## src/rtl/pipeline_stall_ctrl_pkg.sv

```systemverilog
// Shared pipeline definitions: stall-controller FSM states and the
// identifiers of the pipeline stage registers the controller drives.
package pipeline_stall_ctrl_pkg;

  typedef enum logic [1:0] {
    ST_RUN      = 2'd0,
    ST_MEM_WAIT = 2'd1,
    ST_HALT     = 2'd2
  } ctrl_state_e;

  // Bit positions of the stage registers within a freeze vector.
  typedef enum logic [2:0] {
    REG_PC      = 3'd0,
    REG_IF_ID   = 3'd1,
    REG_ID_EXE  = 3'd2,
    REG_EXE_MEM = 3'd3,
    REG_MEM_WB  = 3'd4
  } stage_reg_e;

  localparam int NUM_STAGE_REGS = 5;

endpackage

```

## src/rtl/pipeline_stall_ctrl_sat_counter.sv

```systemverilog
// Saturating up-counter with synchronous clear; clear beats increment.
module sat_counter #(
  parameter int WIDTH = 16
) (
  input  logic             clk,
  input  logic             rst,
  input  logic             inc,
  input  logic             clr,
  output logic [WIDTH-1:0] count
);

  // NOTE: sequential state is written with non-blocking assignments only, so
  // every flop samples its inputs as they were before the clock edge.
  always_ff @(posedge clk) begin
    if (!rst || clr) begin
      count <= '0;
    end else if (inc && (count != '1)) begin
      count <= count + 1'b1;
    end
  end

endmodule

```

## src/rtl/pipeline_stall_ctrl.sv

```systemverilog
// Pipeline stall/flush controller: resolves memory waits, taken branches and
// data hazards into per-register freeze/flush controls, with perf counters.
module pipeline_stall_ctrl
  import pipeline_stall_ctrl_pkg::*;
#(
  parameter int MEM_TIMEOUT = 64,
  parameter int CNT_W       = 16
) (
  input  logic             clk,
  input  logic             rst,
  input  logic             hazard_stall,
  input  logic             branch_taken,
  input  logic             mem_req,
  input  logic             mem_ready,
  input  logic             perf_clr,
  output logic             freeze_pc,
  output logic             freeze_if_id,
  output logic             freeze_id_exe,
  output logic             freeze_exe_mem,
  output logic             freeze_mem_wb,
  output logic             flush_if_id,
  output logic             flush_id_exe,
  output logic             mem_timeout,
  output logic [1:0]       state,
  output logic [CNT_W-1:0] stall_cycles,
  output logic [CNT_W-1:0] flush_events
);

  localparam int WAIT_W = (MEM_TIMEOUT > 2) ? $clog2(MEM_TIMEOUT) : 1;
  // The RUN cycle that detects the miss is already frozen, so the wait counter
  // trips one count early to give MEM_TIMEOUT frozen cycles before HALT.
  localparam logic [WAIT_W-1:0] HALT_AT = WAIT_W'(MEM_TIMEOUT - 2);

  ctrl_state_e                state_q, state_d, eff_state;
  logic [WAIT_W-1:0]          wait_cnt_q;
  logic                       timeout_q;
  logic                       halted, mem_block, branch_flush, any_freeze;
  logic [NUM_STAGE_REGS-1:0]  freeze;

  // While reset is held the outputs behave as if the FSM were already in RUN.
  assign eff_state = rst ? state_q : ST_RUN;
  assign halted    = (eff_state == ST_HALT);
  assign mem_block = mem_req & ~mem_ready & ~halted;

  // NOTE: every combinational output gets a default before any branch, so no
  // path leaves a signal unassigned and no latch is inferred.
  always_comb begin
    state_d = state_q;
    case (state_q)
      ST_RUN:      if (mem_block) state_d = ST_MEM_WAIT;
      ST_MEM_WAIT: begin
        if (!mem_block)                 state_d = ST_RUN;
        else if (wait_cnt_q == HALT_AT) state_d = ST_HALT;
      end
      ST_HALT:     state_d = ST_HALT;
      default:     state_d = ST_RUN;
    endcase
  end

  always_ff @(posedge clk) begin
    if (!rst) begin
      state_q    <= ST_RUN;
      wait_cnt_q <= '0;
      timeout_q  <= 1'b0;
    end else begin
      state_q    <= state_d;
      wait_cnt_q <= (state_q == ST_MEM_WAIT) ? wait_cnt_q + 1'b1 : '0;
      if (state_d == ST_HALT) timeout_q <= 1'b1;
    end
  end

  // A branch seen during a memory wait stays on branch_taken, so it is simply
  // resolved on the first unfrozen cycle.
  always_comb begin
    freeze       = '0;
    flush_if_id  = 1'b0;
    flush_id_exe = 1'b0;
    branch_flush = 1'b0;
    if (mem_block || halted) begin
      freeze = '1;
    end else if (branch_taken) begin
      flush_if_id  = 1'b1;
      flush_id_exe = 1'b1;
      branch_flush = 1'b1;
    end else if (hazard_stall) begin
      freeze[REG_PC]    = 1'b1;
      freeze[REG_IF_ID] = 1'b1;
      flush_id_exe      = 1'b1;
    end
  end

  assign freeze_pc      = freeze[REG_PC];
  assign freeze_if_id   = freeze[REG_IF_ID];
  assign freeze_id_exe  = freeze[REG_ID_EXE];
  assign freeze_exe_mem = freeze[REG_EXE_MEM];
  assign freeze_mem_wb  = freeze[REG_MEM_WB];
  assign any_freeze     = |freeze;
  assign mem_timeout    = timeout_q;
  assign state          = state_q;

  sat_counter #(.WIDTH(CNT_W)) u_stall_cnt (
    .clk   (clk),
    .rst   (rst),
    .inc   (any_freeze),
    .clr   (perf_clr),
    .count (stall_cycles)
  );

  sat_counter #(.WIDTH(CNT_W)) u_flush_cnt (
    .clk   (clk),
    .rst   (rst),
    .inc   (branch_flush),
    .clr   (perf_clr),
    .count (flush_events)
  );

endmodule

```

## config.mk

```make
export PLATFORM = sky130hd
export DESIGN_NAME = pipeline_stall_ctrl
export DESIGN_NICKNAME = d
export VERILOG_FILES = /design/src/rtl/pipeline_stall_ctrl_pkg.sv /design/src/rtl/pipeline_stall_ctrl_sat_counter.sv /design/src/rtl/pipeline_stall_ctrl.sv
export SDC_FILE = /design/constraint.sdc
export NUM_CORES = 1
export LEC_CHECK = 0
export CORE_MARGIN = 2
export CORE_UTILIZATION = 50
export DETAILED_ROUTE_END_ITERATION = 16
export PLACE_DENSITY = 0.8
export SLEW_MARGIN = 20
export SYNTH_ARGS = -nofsm -noshare
export SYNTH_HDL_FRONTEND = slang
export SYNTH_HIERARCHICAL = 1
export SYNTH_SLANG_ARGS = --single-unit
```

## constraint.sdc

```tcl
create_clock -name clk -period 4.3 [get_ports clk]
set_input_delay 0.645 -clock clk [delete_from_list [all_inputs] [get_ports clk]]
set_output_delay 0.645 -clock clk [all_outputs]
set_load 0.01 [all_outputs]
```

# After elaboration in Yosys (flattened, before gate mapping)
# Index checks and enable logic that the tools add are counted.
# Widths: inputs -> output; s select.
word_totals:
  inputBits: 7
  elab_cells: 41
  regBits: 41
  out_inout_bits: 42
classes:
  bitwise_logic: 4
  muxes: 14
  reduce_logical: 8
  addsub: 3
  n_eq_ne: 7
op_table:
  columns: ["cell", "count"]
  rows:
  - ["$add 16x1->16 const B", 2]
  - ["$ne 16x16->1 const B", 2]
  - ["$mux 2", 7]
  - ["$add 6x1->6 const B", 1]
  - ["$eq 2x2->1 const B", 3]
  - ["$eq 6x6->1 const B", 1]
  - ["$pmux 2 s3", 1]
  - ["$mux 1", 5]
  - ["$reduce_or 5->1", 1]
  - ["$mux 3", 1]
  - ["$and 1x1->1", 2]
  - ["$eq 2x1->1 const B", 1]
  - ["$logic_and 1x1->1", 2]
  - ["$logic_not 2->1", 1]
  - ["$logic_or 1x1->1", 2]
  - ["$not 1->1", 2]
  - ["$reduce_and 2->1", 1]
  - ["$logic_not 1->1", 1]

# Logic depth before layout (Yosys ltp)
# Gate-level depths: netlist (run 1).
depth:
  ltp_word: 8
  ltp_mapped: 6
  ltp_nobuf: 6

# By module
# The synthesis (run 1) kept the hierarchy.
modules_own_cells:
  columns: ["mod", "seq_area_each_um2", "area_each_um2", "instances", "cells_per_inst"]
  rows:
  - ["sat_counter", 320.3, 862.1, 2, 94]
  - ["pipeline_stall_ctrl", 180.2, 409.1, 1, 47]

# Worst setup path after synthesis (run 1)
# No wires, ideal clock.
synth_path:
  path_kind: "input to register"
  startpoint: "in rst"
  endpoint: "reg u_flush_cnt.count[7]"
  path_slack_ps: 2187
  path_buffers: 0
  cell_stages: 6
  setup_time_ps: 71
  t_required_ps: 4229
  arrival_ps: 2042
  path_cell_list: "nand3b_1 > and3_1 > and3_2 > nand3_1 > or4_1 > a21oi_1"
synth_between:
  elab_chain_cells: 7
  elab_cells_between_ends: 9
  cone_classes: "1 x eq/ne; 2 x mux; 2 x bitwise; 4 x reduce/logical"
synth_lines:
  columns: ["element", "line", "source"]
  rows:
  - ["start, declared", "pipeline_stall_ctrl.sv:10", "input logic rst,"]
  - ["$mux 2 *", "pipeline_stall_ctrl.sv:41", "assign eff_state = rst ? state_q : ST_RUN;"]
  - ["$eq 2x2->1 *", "pipeline_stall_ctrl.sv:42", "assign halted = (eff_state == ST_HALT);"]
  - ["$not 1->1", "pipeline_stall_ctrl.sv:43", "assign mem_block = mem_req & ~mem_ready & ~halted;"]
  - ["$and 1x1->1", "pipeline_stall_ctrl.sv:43", null]
  - ["$logic_or 1x1->1 *", "pipeline_stall_ctrl.sv:79", "if (mem_block || halted) begin"]
  - ["$mux 1 *", null, null]
  - ["named net flush_if_id", "pipeline_stall_ctrl.sv:21", "output logic flush_if_id,"]
  - ["$logic_and 1x1->1 *", "pipeline_stall_ctrl_sat_counter.sv:17", "end else if (inc && (count != '1)) begin"]
  - ["end signal, assigned", "pipeline_stall_ctrl_sat_counter.sv:18", "count <= count + 1'b1;"]
  - ["end, declared", "pipeline_stall_ctrl_sat_counter.sv:9", "output logic [WIDTH-1:0] count"]
# Mark *: on every way through the listed nets, which the timed path passes. The rest lies on a longest branch.
# A chain may end at the register's enable or synchronous reset.

# Final worst setup path (run 1)
layout_path:
  startpoint: "in rst"
  endpoint: "out freeze_if_id"
layout_between:
  elab_chain_cells: 6
layout_lines:
  columns: ["element", "line", "source"]
  rows:
  - ["$mux 2 *", "pipeline_stall_ctrl.sv:41", null]
  - ["$eq 2x2->1 *", "pipeline_stall_ctrl.sv:42", null]
  - ["$not 1->1", "pipeline_stall_ctrl.sv:43", null]
  - ["$and 1x1->1", "pipeline_stall_ctrl.sv:43", null]
  - ["$logic_or 1x1->1 *", "pipeline_stall_ctrl.sv:79", null]
  - ["$mux 2 *", "pipeline_stall_ctrl.sv:79", null]
  - ["end, declared", "pipeline_stall_ctrl.sv:17", "output logic freeze_if_id,"]
# Mark *: on every way between the ends. The rest lies on a longest branch, timed or not.

==> metrics.md, run 1 <==
| Metric | Value |
|---|---|
| Vias | `2030` |
| Post-DP HPWL | `3490 um` |
| Die Wd | `69.3 um` |
| Avg Vias per Cell | `6.10` |
| Die Y | `69.3 um` |
| Combinational fraction of design power | `6.1%` |
| DR WL/cell | `14.7 um` |
| Starting density of the core | `52.6%` |
| Num ports | `49` |
| Final Max Tran Viols | `0` |
| Internal power | `0.529 mW` |
| Antenna-violating nets left | `0` |
| Post-synthesis cell count | `235` |
| Routability Congestion | `0.777` |
| Non-Filler Instances | `333` |
| Port-buffer cells | `48` |
| Hold_buf cts | `0` |
| Skew-Pair Late Insertion Delay | `0.29 ns` |
| Fill count | `358` |
| Syn-to-layout area delta | `27.7%` |
| Fraction of layout cells with a size suffix above 1 | `8.83%` |
| Worst hold path type | `flop to flop` |
| Switch share | `22.3%` |
| Final Util | `67.2%` |
| Peak supply drop | `0.225 mV` |
| DRT Wirelength | `4890 um` |
| Worst R2R Start | `state[0]` |
| Finish-stage setup viols | `0` |
| ANT cells | `0` |
| Nets | `294` |
| Cell total after placement | `326` |
| Mapped Avg Cell Area | `9.08 um2` |
| GR Util met3 | `4.36%` |
| Cell Chain, Critical Path | `clkdlybuf4s50_1 -> nand3b_1 -> nand3_1 -> clkdlybuf4s50_1` |
| Initial antenna violation count | `0` |
| Leakage Power | `0.935 nW` |
| Hold Crit Start | `wait_cnt_q[0]` |
| Max incr delay on CP | `0.60 ns` |
| Number of global-route vias before repair | `1807` |
| Clk sinks | `41` |
| Synth Net Count | `246` |
| Die Area | `4810 um2` |
| Power, Total | `0.681 mW` |
| Max-cap violations | `0` |
| Critical Path Sink Type | `output pin` |
| Largest net degree at the start of global routing | `12` |
| Origin of the worst setup path | `rst` |
| Core area | `4060 um2` |
| Clock Tree Root | `clkbuf_8` |
| Clock Path Buffers | `2` |
| Top cell by count, worst path | `clkdlybuf4s50_1` |
| Synth Cell Area | `2130 um2` |
| GR Util All Layers | `20.8%` |
| Drt initial violations | `173` |
| CP max stage cell | `clkdlybuf4s50_1` |
| Worst EP arrival | `2.27 ns` |
| Worst Setup Path Type | `primary input to output pin` |
| Final hold vios | `0` |
| Period minus WS final | `2.92 ns` |
| GR Overflow Total | `0` |
| GR peak layer | `met2` |
| FF+latch count, synth | `41` |
| Switching component of the power | `0.152 mW` |
| Async set-or-reset flop fraction in the synthesized netlist | `0%` |
| Library cells used by synthesis | `40` |
| Clock share of power | `37.6%` |
| Crit Path Max Fanout | `8` |
| Sequential-to-total area share from yosys stat | `38.5%` |
| Required time worst endpoint | `3.65 ns` |
| Final Skew | `0.00269 ns` |
| Cell Pwr Density | `250 nW/um2` |
| Setup TNS Final | `0 ns` |
| Max-slew headroom | `50.3%` |
| First-pass GRT wire length | `8250 um` |
| Worst Max-Slew Pin Slew | `0.744 ns` |
| # rows | `23` |
| Fmax | `343 MHz` |
| M1 GR Usage | `27.4%` |
| Flop pwr share | `56.3%` |
| CP top delay family | `buffers and inverters` |
| Most common flop cell mapped by yosys | `dfxtp_1` |
| Final period util | `67.8%` |
| First-pass detailed-route iteration total | `4` |
| Post_cts resized | `0` |
| Flop-to-flop setup slack | `2.26 ns` |
| CP startpoint kind | `primary input` |
| Synth warn | `6` |
| Status | `finished, final reports clean` |
| H-tree lvl count | `2` |
| Clock transition at path regs | `0.07 ns` |
| Number of synthesized flops with an enable pin | `0` |
| # DRC | `0` |
| CTS tree | `done` |
| Met2 Usage GRT | `32.9%` |
| Postcts setup bufs | `0` |
| RSZ-0062 raised after global routing | `false` |
| CP Buf/Inv Count | `2` |
| Total CTS buffers | `5` |
-- cells in the mapped netlist (4+ instances only) --
cell type	count	area share, %
and2_1	6	1.8
nand4_1	4	1.2
a21oi_1	13	3.0
xor2_1	4	1.6
nand4_2	6	3.5
o21ai_0	7	1.6
nand2b_1	4	1.2
nand2_1	20	3.5
ha_1	4	2.3
or4_1	8	2.8
and4_1	8	3.3
nand3_1	15	3.5
o31ai_1	8	2.8
dfxtp_1	41	38
o21ai_1	6	1.4
o41ai_1	6	2.5
clkbuf_1	4	0.70
nor2_1	15	2.6
or3_1	6	1.8
a31oi_1	8	2.3
o311ai_1	6	2.5
-- worst register-to-register path: cells and delay by family, from the launching register on --
kind	cells	cell delay, ns
compound gates	1	0.15
flops	1	0.39
simple gates	5	1.43
-- placed cells by master, fill, tap and decap left out, types with 2 or more instances in the layout --
| master | count |
|---|---|
| a21oi_1 | 13 |
| a31oi_1 | 8 |
| a41o_1 | 2 |
| and2_1 | 6 |
| and3_2 | 2 |
| and4_1 | 8 |
| and4_4 | 2 |
| clkbuf_8 | 6 |
| clkdlybuf4s50_1 | 48 |
| dfxtp_1 | 41 |
| ha_1 | 4 |
| inv_1 | 3 |
| nand2_1 | 20 |
| nand2b_1 | 4 |
| nand3_1 | 15 |
| nand3b_1 | 2 |
| nand4_1 | 4 |
| nand4_2 | 6 |
| nand4_4 | 2 |
| nor2_1 | 15 |
| nor2b_1 | 2 |
| nor3_1 | 2 |
| nor3_2 | 2 |
| nor4_2 | 2 |
| o21a_1 | 2 |
| o21ai_0 | 7 |
| o21ai_1 | 6 |
| o311ai_1 | 6 |
| o31a_1 | 2 |
| o31ai_1 | 8 |
| o41ai_1 | 6 |
| o41ai_2 | 2 |
| or2_0 | 2 |
| or3_1 | 6 |
| or4_1 | 8 |
| xor2_1 | 4 |
-- cells by family after synthesis --
kind of cell / after synthesis / share of synthesized area, %
compound gates: 62 / 20.2
xor+xnor: 5 / 2.05
simple gates: 113 / 34.7
flops: 41 / 38.5
buf+inv: 10 / 2.29
fa+ha+maj: 4 / 2.35
-- through the flow --
stage / setup slack, ns / hold slack (ns) / instance area (um2)
after floorplan: 2.19 / 0.441 / 2130
after global placement: 1.42 / 0.459 / 2640
after detailed placement: 1.39 / 0.465 / 2640
after CTS: 1.37 / 0.480 / 2730
after global routing: 1.30 / 0.492 / 2730
final: 1.38 / 0.477 / 2730
-- worst paths after layout --
kind	to	cells past startpoint
worst min-delay path	wait_cnt_q[0]	1
worst min register to register	wait_cnt_q[0]	1
worst max register to register	u_flush_cnt/count[15]	6
worst max-delay path	freeze_if_id	4
-- state kept, by name, summed over array words and instances (netlist names) --
| register | flops |
|---|---|
| state | 2 |
| u_stall_cnt/count | 16 |
| mem_timeout | 1 |
| u_flush_cnt/count | 16 |
| wait_cnt_q | 6 |
-- area by class of cell --
cell class,instances,area [um2],share of cell area [%]
Clock buffer,7,86.3,3.17
Inverter,3,11.3,0.413
Multi-Input combinational cell,184,1260,46.4
Sequential cell,41,821,30.1
Tap cell,50,62.6,2.30
Timing Repair Buffer,48,480,17.6
-- power groups by stage --
stage	clock network, mW	logic [mW]	registers [mW]
6_report	0.256	0.0414	0.384
5_1_grt	0.278	0.0453	0.384
4_1_cts	0.265	0.0416	0.384
3_5_place_dp	0	0.0412	0.392
3_3_place_gp	0	0.0412	0.392
2_1_floorplan	0	0.0209	0.393
-- layer usage --
layer  routed length (um)  part of all wire [%]
met4                   80                   1.6
met2                 2210                    45
met1                 2320                    47
met5                    0                     0
met3                  278                   5.7
(Power assumes the default switching activity.)
==> inputs of run 2 (changes only) <==
- CORE_UTILIZATION: 50 -> 45
- PLACE_DENSITY: 0.8 -> 0.76
- clock period: 4.3 -> 2.55 ns (I/O delays scaled with it)
==> metrics.md, run 2 (synthesis gave the netlist of run 1 again) <==
| Metric | Value |
|---|---|
| Core area | `4660 um2 (+15%)` |
| # rows | `25 (+8.7%)` |
| Cell total after placement | `333 (+2.1%)` |
| Fin Hold WS | `0.482 ns (+0.00470 ns)` |
| Die Area | `5310 um2 (+10%)` |
| Post_cts resized | `0 (unchanged)` |
| FF-to-FF End | `u_flush_cnt/count[15]` |
| Cell Pwr Density | `419 nW/um2 (+68%)` |
| Worst R2R Start | `state[0]` |
| Non-Filler Instances | `340 (+2.1%)` |
| CP max stage cell | `clkdlybuf4s50_1` |
| Most common cell after layout, fill and taps aside | `clkdlybuf4s50_1` |
| Hold_buf cts | `0 (unchanged)` |
| Routability Congestion | `0.806 (+3.7%)` |
| First-pass GRT wire length | `8240 um (about the same)` |
| Critical Path Sink Type | `output pin` |
| Max-slew headroom | `67.1% (+17 points)` |
| Highest-count cells in the layout ignoring fill and taps | `clkdlybuf4s50_1 (48), dfxtp_1 (41), nand2_1 (20)` |
| Drt initial violations | `117 (-32%)` |
| GR Overflow Total | `0 (unchanged)` |
| Starting density of the core | `45.8% (-6.8 points)` |
| Max incr delay on CP | `0.58 ns (-0.02 ns)` |
| # DRC | `0 (unchanged)` |
| Cell Chain, Critical Path | `clkdlybuf4s50_1 -> nand3b_1 -> and3_1 -> clkdlybuf4s50_1` |
| Finish-stage setup viols | `0 (unchanged)` |
| RSZ-0062 raised after global routing | `false` |
| Fraction of layout cells with a size suffix above 1 | `9.79% (+0.96 points)` |
| Largest net degree at the start of global routing | `12 (unchanged)` |
| Status | `finished, final reports clean` |
| Num ports | `49 (unchanged)` |
| Vias | `2016 (-0.69%)` |
| Clk sinks | `41 (unchanged)` |
| Number of global-route vias before repair | `1780 (-1.5%)` |
| Hold Crit Start | `wait_cnt_q[0]` |
| Syn-to-layout area delta | `29.0%` |
| Clock transition at path regs | `0.07 ns (about the same)` |
| Port-buffer cells | `48 (unchanged)` |
| Avg Vias per Cell | `5.93 (-2.7%)` |
| Top cell by count, worst path | `clkdlybuf4s50_1` |
| Worst Max-Slew Pin Slew | `0.489 ns (-0.255 ns)` |
| GR Util All Layers | `19.6% (-1.2 points)` |
| Die Wd | `72.9 um (+5.1%)` |
| Antenna-violating nets left | `0 (unchanged)` |
| Clock Path Buffers | `2 (unchanged)` |
| Postcts setup bufs | `0 (unchanged)` |
| Worst R2R Path Depth | `6 (unchanged)` |
| DRT Wirelength | `4900 um (+0.37%)` |
| Final Skew | `0.00509 ns (+0.00240 ns)` |
| Period minus WS final | `2.23 ns` |
| Worst Setup Path Type | `primary input to output pin` |
| H-tree lvl count | `2 (unchanged)` |
| CP startpoint kind | `primary input` |
| Final Max Tran Viols | `0 (unchanged)` |
| Fill count | `422 (+18%)` |
| Max-cap violations | `0 (unchanged)` |
| Skew-Pair Late Insertion Delay | `0.29 ns (about the same)` |
| Worst EP arrival | `1.85 ns (-0.42 ns)` |
| DR WL/cell | `14.4 um (-1.7%)` |
| Final period util | `87.6%` |
| Flop-to-flop setup slack | `0.53 ns (-1.73 ns)` |
| First-pass detailed-route iteration total | `4 (unchanged)` |
| CTS tree | `done` |
| Origin of the worst setup path | `rst` |
| Clock Tree Root | `clkbuf_8` |
| ANT cells | `0 (unchanged)` |
| Worst hold path type | `flop to flop` |
| Worst setup path endpoint | `flush_if_id` |
| Required time worst endpoint | `2.17 ns (-1.48 ns)` |
| Initial antenna violation count | `0 (unchanged)` |
| Post-DP HPWL | `3570 um (+2.4%)` |
| Crit Path Max Fanout | `5 (-3)` |
| Total CTS buffers | `5 (unchanged)` |
| Final hold vios | `0 (unchanged)` |
| Setup TNS Final | `0 ns (unchanged)` |
| Power, Total | `1.15 mW (+70%)` |
| Die Y | `72.9 um (+5.1%)` |
| Leakage Power | `0.950 nW (+1.6%)` |
| Largest regs | `u_flush_cnt/count: 16 flops, u_stall_cnt/count: 16 flops, wait_cnt_q: 6 flops` |
| Fmax | `448 MHz` |
| Peak supply drop | `0.283 mV (+26%)` |
| Nets | `297 (+1.0%)` |
==> run 2: changes by cell type in the layout (fill, tap and decap cells not counted), sizes merged <==
cell	delta
buf	+3
==> run 2: worst min path at each step <==
stage	endpoint	slack, ns	cells past startpoint
3_5_place_dp	mem_timeout	0.47	2
5_1_grt	mem_timeout	0.52	2
4_1_cts	wait_cnt_q[0]	0.49	1
3_3_place_gp	wait_cnt_q[0]	0.46	1
6_report	wait_cnt_q[0]	0.48	1
2_1_floorplan	wait_cnt_q[0]	0.44	1
==> run 2: metal layers <==
| metal | track usage [%] | wire (um) |
|---|---|---|
| met1 | 24.9 | 2300 |
| met2 | 31.9 | 2310 |
| met3 | 5.39 | 229 |
| met4 | 7.00 | 68 |
| met5 | 0 | 0 |
==> run 2: area by class of cell <==
type / instances / area (um2) / area share, %
clock buffer: 7 / 86.3 / 3.14
inverter: 3 / 11.3 / 0.409
multi-input combinational: 184 / 1260 / 45.9
tap: 54 / 67.6 / 2.45
sequential: 41 / 821 / 29.8
timing repair buffer: 51 / 503 / 18.3
==> run 2: where the power goes <==
group	switching [mW]	leakage, nW	internal, mW
sequential	0.00378	0.331	0.643
clock	0.219	0.0443	0.215
combinational	0.0360	0.575	0.0376
total	0.259	0.950	0.896
==> run 2: worst max-delay path, delay by kind of cell <==
kind / cells / cell delay [ns]
simple gates: 2 / 0.46
buf+inv: 2 / 1.00
==> run 2: metrics by stage <==
step           setup slack [ns]  area [um2]  utilization [%]
3_3_place_gp              0.188        2670             57.2
4_1_cts                   0.303        2750             59.1
3_5_place_dp              0.122        2670             57.2
2_1_floorplan             0.643        2130                -
5_1_grt                   0.222        2750             59.1
6_report                  0.317        2750             59.1
==> inputs of run 3 (changes only) <==
- CORE_UTILIZATION: 45 -> 50
- PLACE_DENSITY: 0.76 -> 0.8
- clock period: 2.55 -> 2.4 ns (I/O delays scaled with it)
==> metrics.md, run 3 (synthesis gave the netlist of run 1 again) <==
| Metric | Value |
|---|---|
| Status | `finished, final reports clean` |
| Setup TNS Final | `0 ns (unchanged)` |
| Area after DPL | `2690 um2 (+0.94%)` |
| DR WL/cell | `14.3 um (-0.72%)` |
| Clock transition at path regs | `0.08 ns (about the same)` |
| DRT Wirelength | `4880 um (-0.43%)` |
| Drt initial violations | `124 (+6.0%)` |
| Max-slew headroom | `66.6% (-0.50 points)` |
| Finished layout cell area | `2810 um2 (+2.0%)` |
| Worst Max-Slew Pin Slew | `0.496 ns (+0.00738 ns)` |
| GR Util All Layers | `20.6% (+0.98 points)` |
| H-tree lvl count | `2 (unchanged)` |
| Nets | `301 (+1.3%)` |
| Worst Setup Path Type | `primary input to output pin` |
| Peak supply drop | `0.377 mV (+33%)` |
| Final Util | `69.2% (+10 points)` |
| Initial antenna violation count | `0 (unchanged)` |
| Post_cts resized | `0 (unchanged)` |
| Most common cell after layout, fill and taps aside | `clkdlybuf4s50_1` |
| Worst hold path type | `flop to flop` |
| First-pass GRT wire length | `8130 um (-1.3%)` |
| Number of global-route vias before repair | `1773 (-0.39%)` |
| Final hold vios | `0 (unchanged)` |
| # DRC | `0 (unchanged)` |
| Crit Path Max Fanout | `3 (-2)` |
| Clk sinks | `41 (unchanged)` |
| Syn-to-layout area delta | `31.6%` |
| Hold Crit Depth | `2 (+1)` |
| Die Wd | `69.3 um (-4.8%)` |
| Die Y | `69.3 um (-4.8%)` |
| Fmax | `455 MHz` |
| # rows | `23 (-8.0%)` |
| CP startpoint kind | `primary input` |
| Max-cap violations | `0 (unchanged)` |
| Port-buffer cells | `48 (unchanged)` |
| Hold_buf cts | `0 (unchanged)` |
| Starting density of the core | `52.6% (+6.8 points)` |
| Period minus WS final | `2.20 ns` |
| GR Overflow Total | `0 (unchanged)` |
| Fin Hold WS | `0.471 ns (-0.0105 ns)` |
| ANT cells | `0 (unchanged)` |
| Vias | `2073 (+2.8%)` |
| Routability Congestion | `0.786 (-2.5%)` |
| RSZ-0062 raised after global routing | `false` |
| Die Area | `4810 um2 (-9.5%)` |
| First-pass detailed-route iteration total | `4 (unchanged)` |
| Critical Path Sink Type | `output pin` |
| Total CTS buffers | `5 (unchanged)` |
| Post-DP HPWL | `3600 um (+0.97%)` |
| Worst EP arrival | `1.84 ns (about the same)` |
| Fraction of layout cells with a size suffix above 1 | `11.3% (+1.5 points)` |
| Antenna-violating nets left | `0 (unchanged)` |
| Num ports | `49 (unchanged)` |
| Largest regs | `u_flush_cnt/count: 16 flops, u_stall_cnt/count: 16 flops, wait_cnt_q: 6 flops` |
| Clock Tree Root | `clkbuf_8` |
| Final Skew | `0.00787 ns (+0.00278 ns)` |
| Largest net degree at the start of global routing | `13 (+1)` |
| Highest-count cells in the layout ignoring fill and taps | `clkdlybuf4s50_1 (48), dfxtp_1 (41), nand2_1 (20)` |
| Skew-Pair Late Insertion Delay | `0.30 ns (about the same)` |
| Leakage Power | `0.982 nW (+3.4%)` |
| Avg Vias per Cell | `6.08 (+2.5%)` |
| Required time worst endpoint | `2.04 ns (-0.13 ns)` |
| CTS tree | `done` |
| Postcts setup bufs | `0 (unchanged)` |
| Cell Pwr Density | `481 nW/um2 (+15%)` |
| Final period util | `91.5%` |
| Final Max Tran Viols | `0 (unchanged)` |
| Core area | `4060 um2 (-13%)` |
| Clock Path Buffers | `2 (unchanged)` |
| Finish-stage setup viols | `0 (unchanged)` |
| Worst R2R Path Depth | `6 (unchanged)` |
## run 3: changes by cell type in the layout (fill, tap and decap cells not counted)
cell / before / now
buf_4: 3 / 7
bufinv_16: 0 / 1
## run 3: report_power, final
group / switching [mW] / leakage [nW] / internal (mW)
Combinational: 0.0390 / 0.593 / 0.0430
Clock: 0.242 / 0.0585 / 0.339
Sequential: 0.00398 / 0.331 / 0.683
Total: 0.284 / 0.982 / 1.07
## run 3: stage by stage
step                      instances  worst slack [ns]  total power [mW]
after floorplan                 235             0.493             0.741
after global placement          333             0.105             0.785
after detailed placement        333            0.0966             0.785
after CTS                       341             0.192              1.36
after global routing            341             0.132              1.41
final                           341             0.203              1.35
## run 3: path summary, 6_finish.rpt
path / from / endpoint / slack, ns
setup / recovery: mem_ready / flush_if_id / 0.20
hold / removal: mem_timeout / mem_timeout / 0.47
setup reg to reg: state[0] / u_flush_cnt/count[12] / 0.51
hold reg to reg: mem_timeout / mem_timeout / 0.47
## run 3: metal layers
| layer | global-route usage, % | up-vias | routed length (um) |
|---|---|---|---|
| met1 | 27.5 | 979 | 2240 |
| met5 | 0 | - | 0 |
| li1 | - | 1031 | - |
| met2 | 31.8 | 57 | 2290 |
| met4 | 6.97 | 0 | 63 |
| met3 | 5.96 | 6 | 290 |
## run 3: final cells by class
| cell class | count | area [um2] |
|---|---|---|
| Multi-Input combinational cell | 184 | 1260 |
| Fill cell | 344 | 1250 |
| Sequential cell | 41 | 821 |
| Timing Repair Buffer | 55 | 533 |
| Clock buffer | 7 | 86.3 |
| Tap cell | 50 | 62.6 |
| Clock inverter | 1 | 30.0 |
| Inverter | 3 | 11.3 |
## run 3: worst max-delay path, cell delays in order
cell,delay (ns)
clkdlybuf4s50_1,0.46
nand2b_1,0.13
and3_1,0.22
buf_4,0.14
clkdlybuf4s50_1,0.53
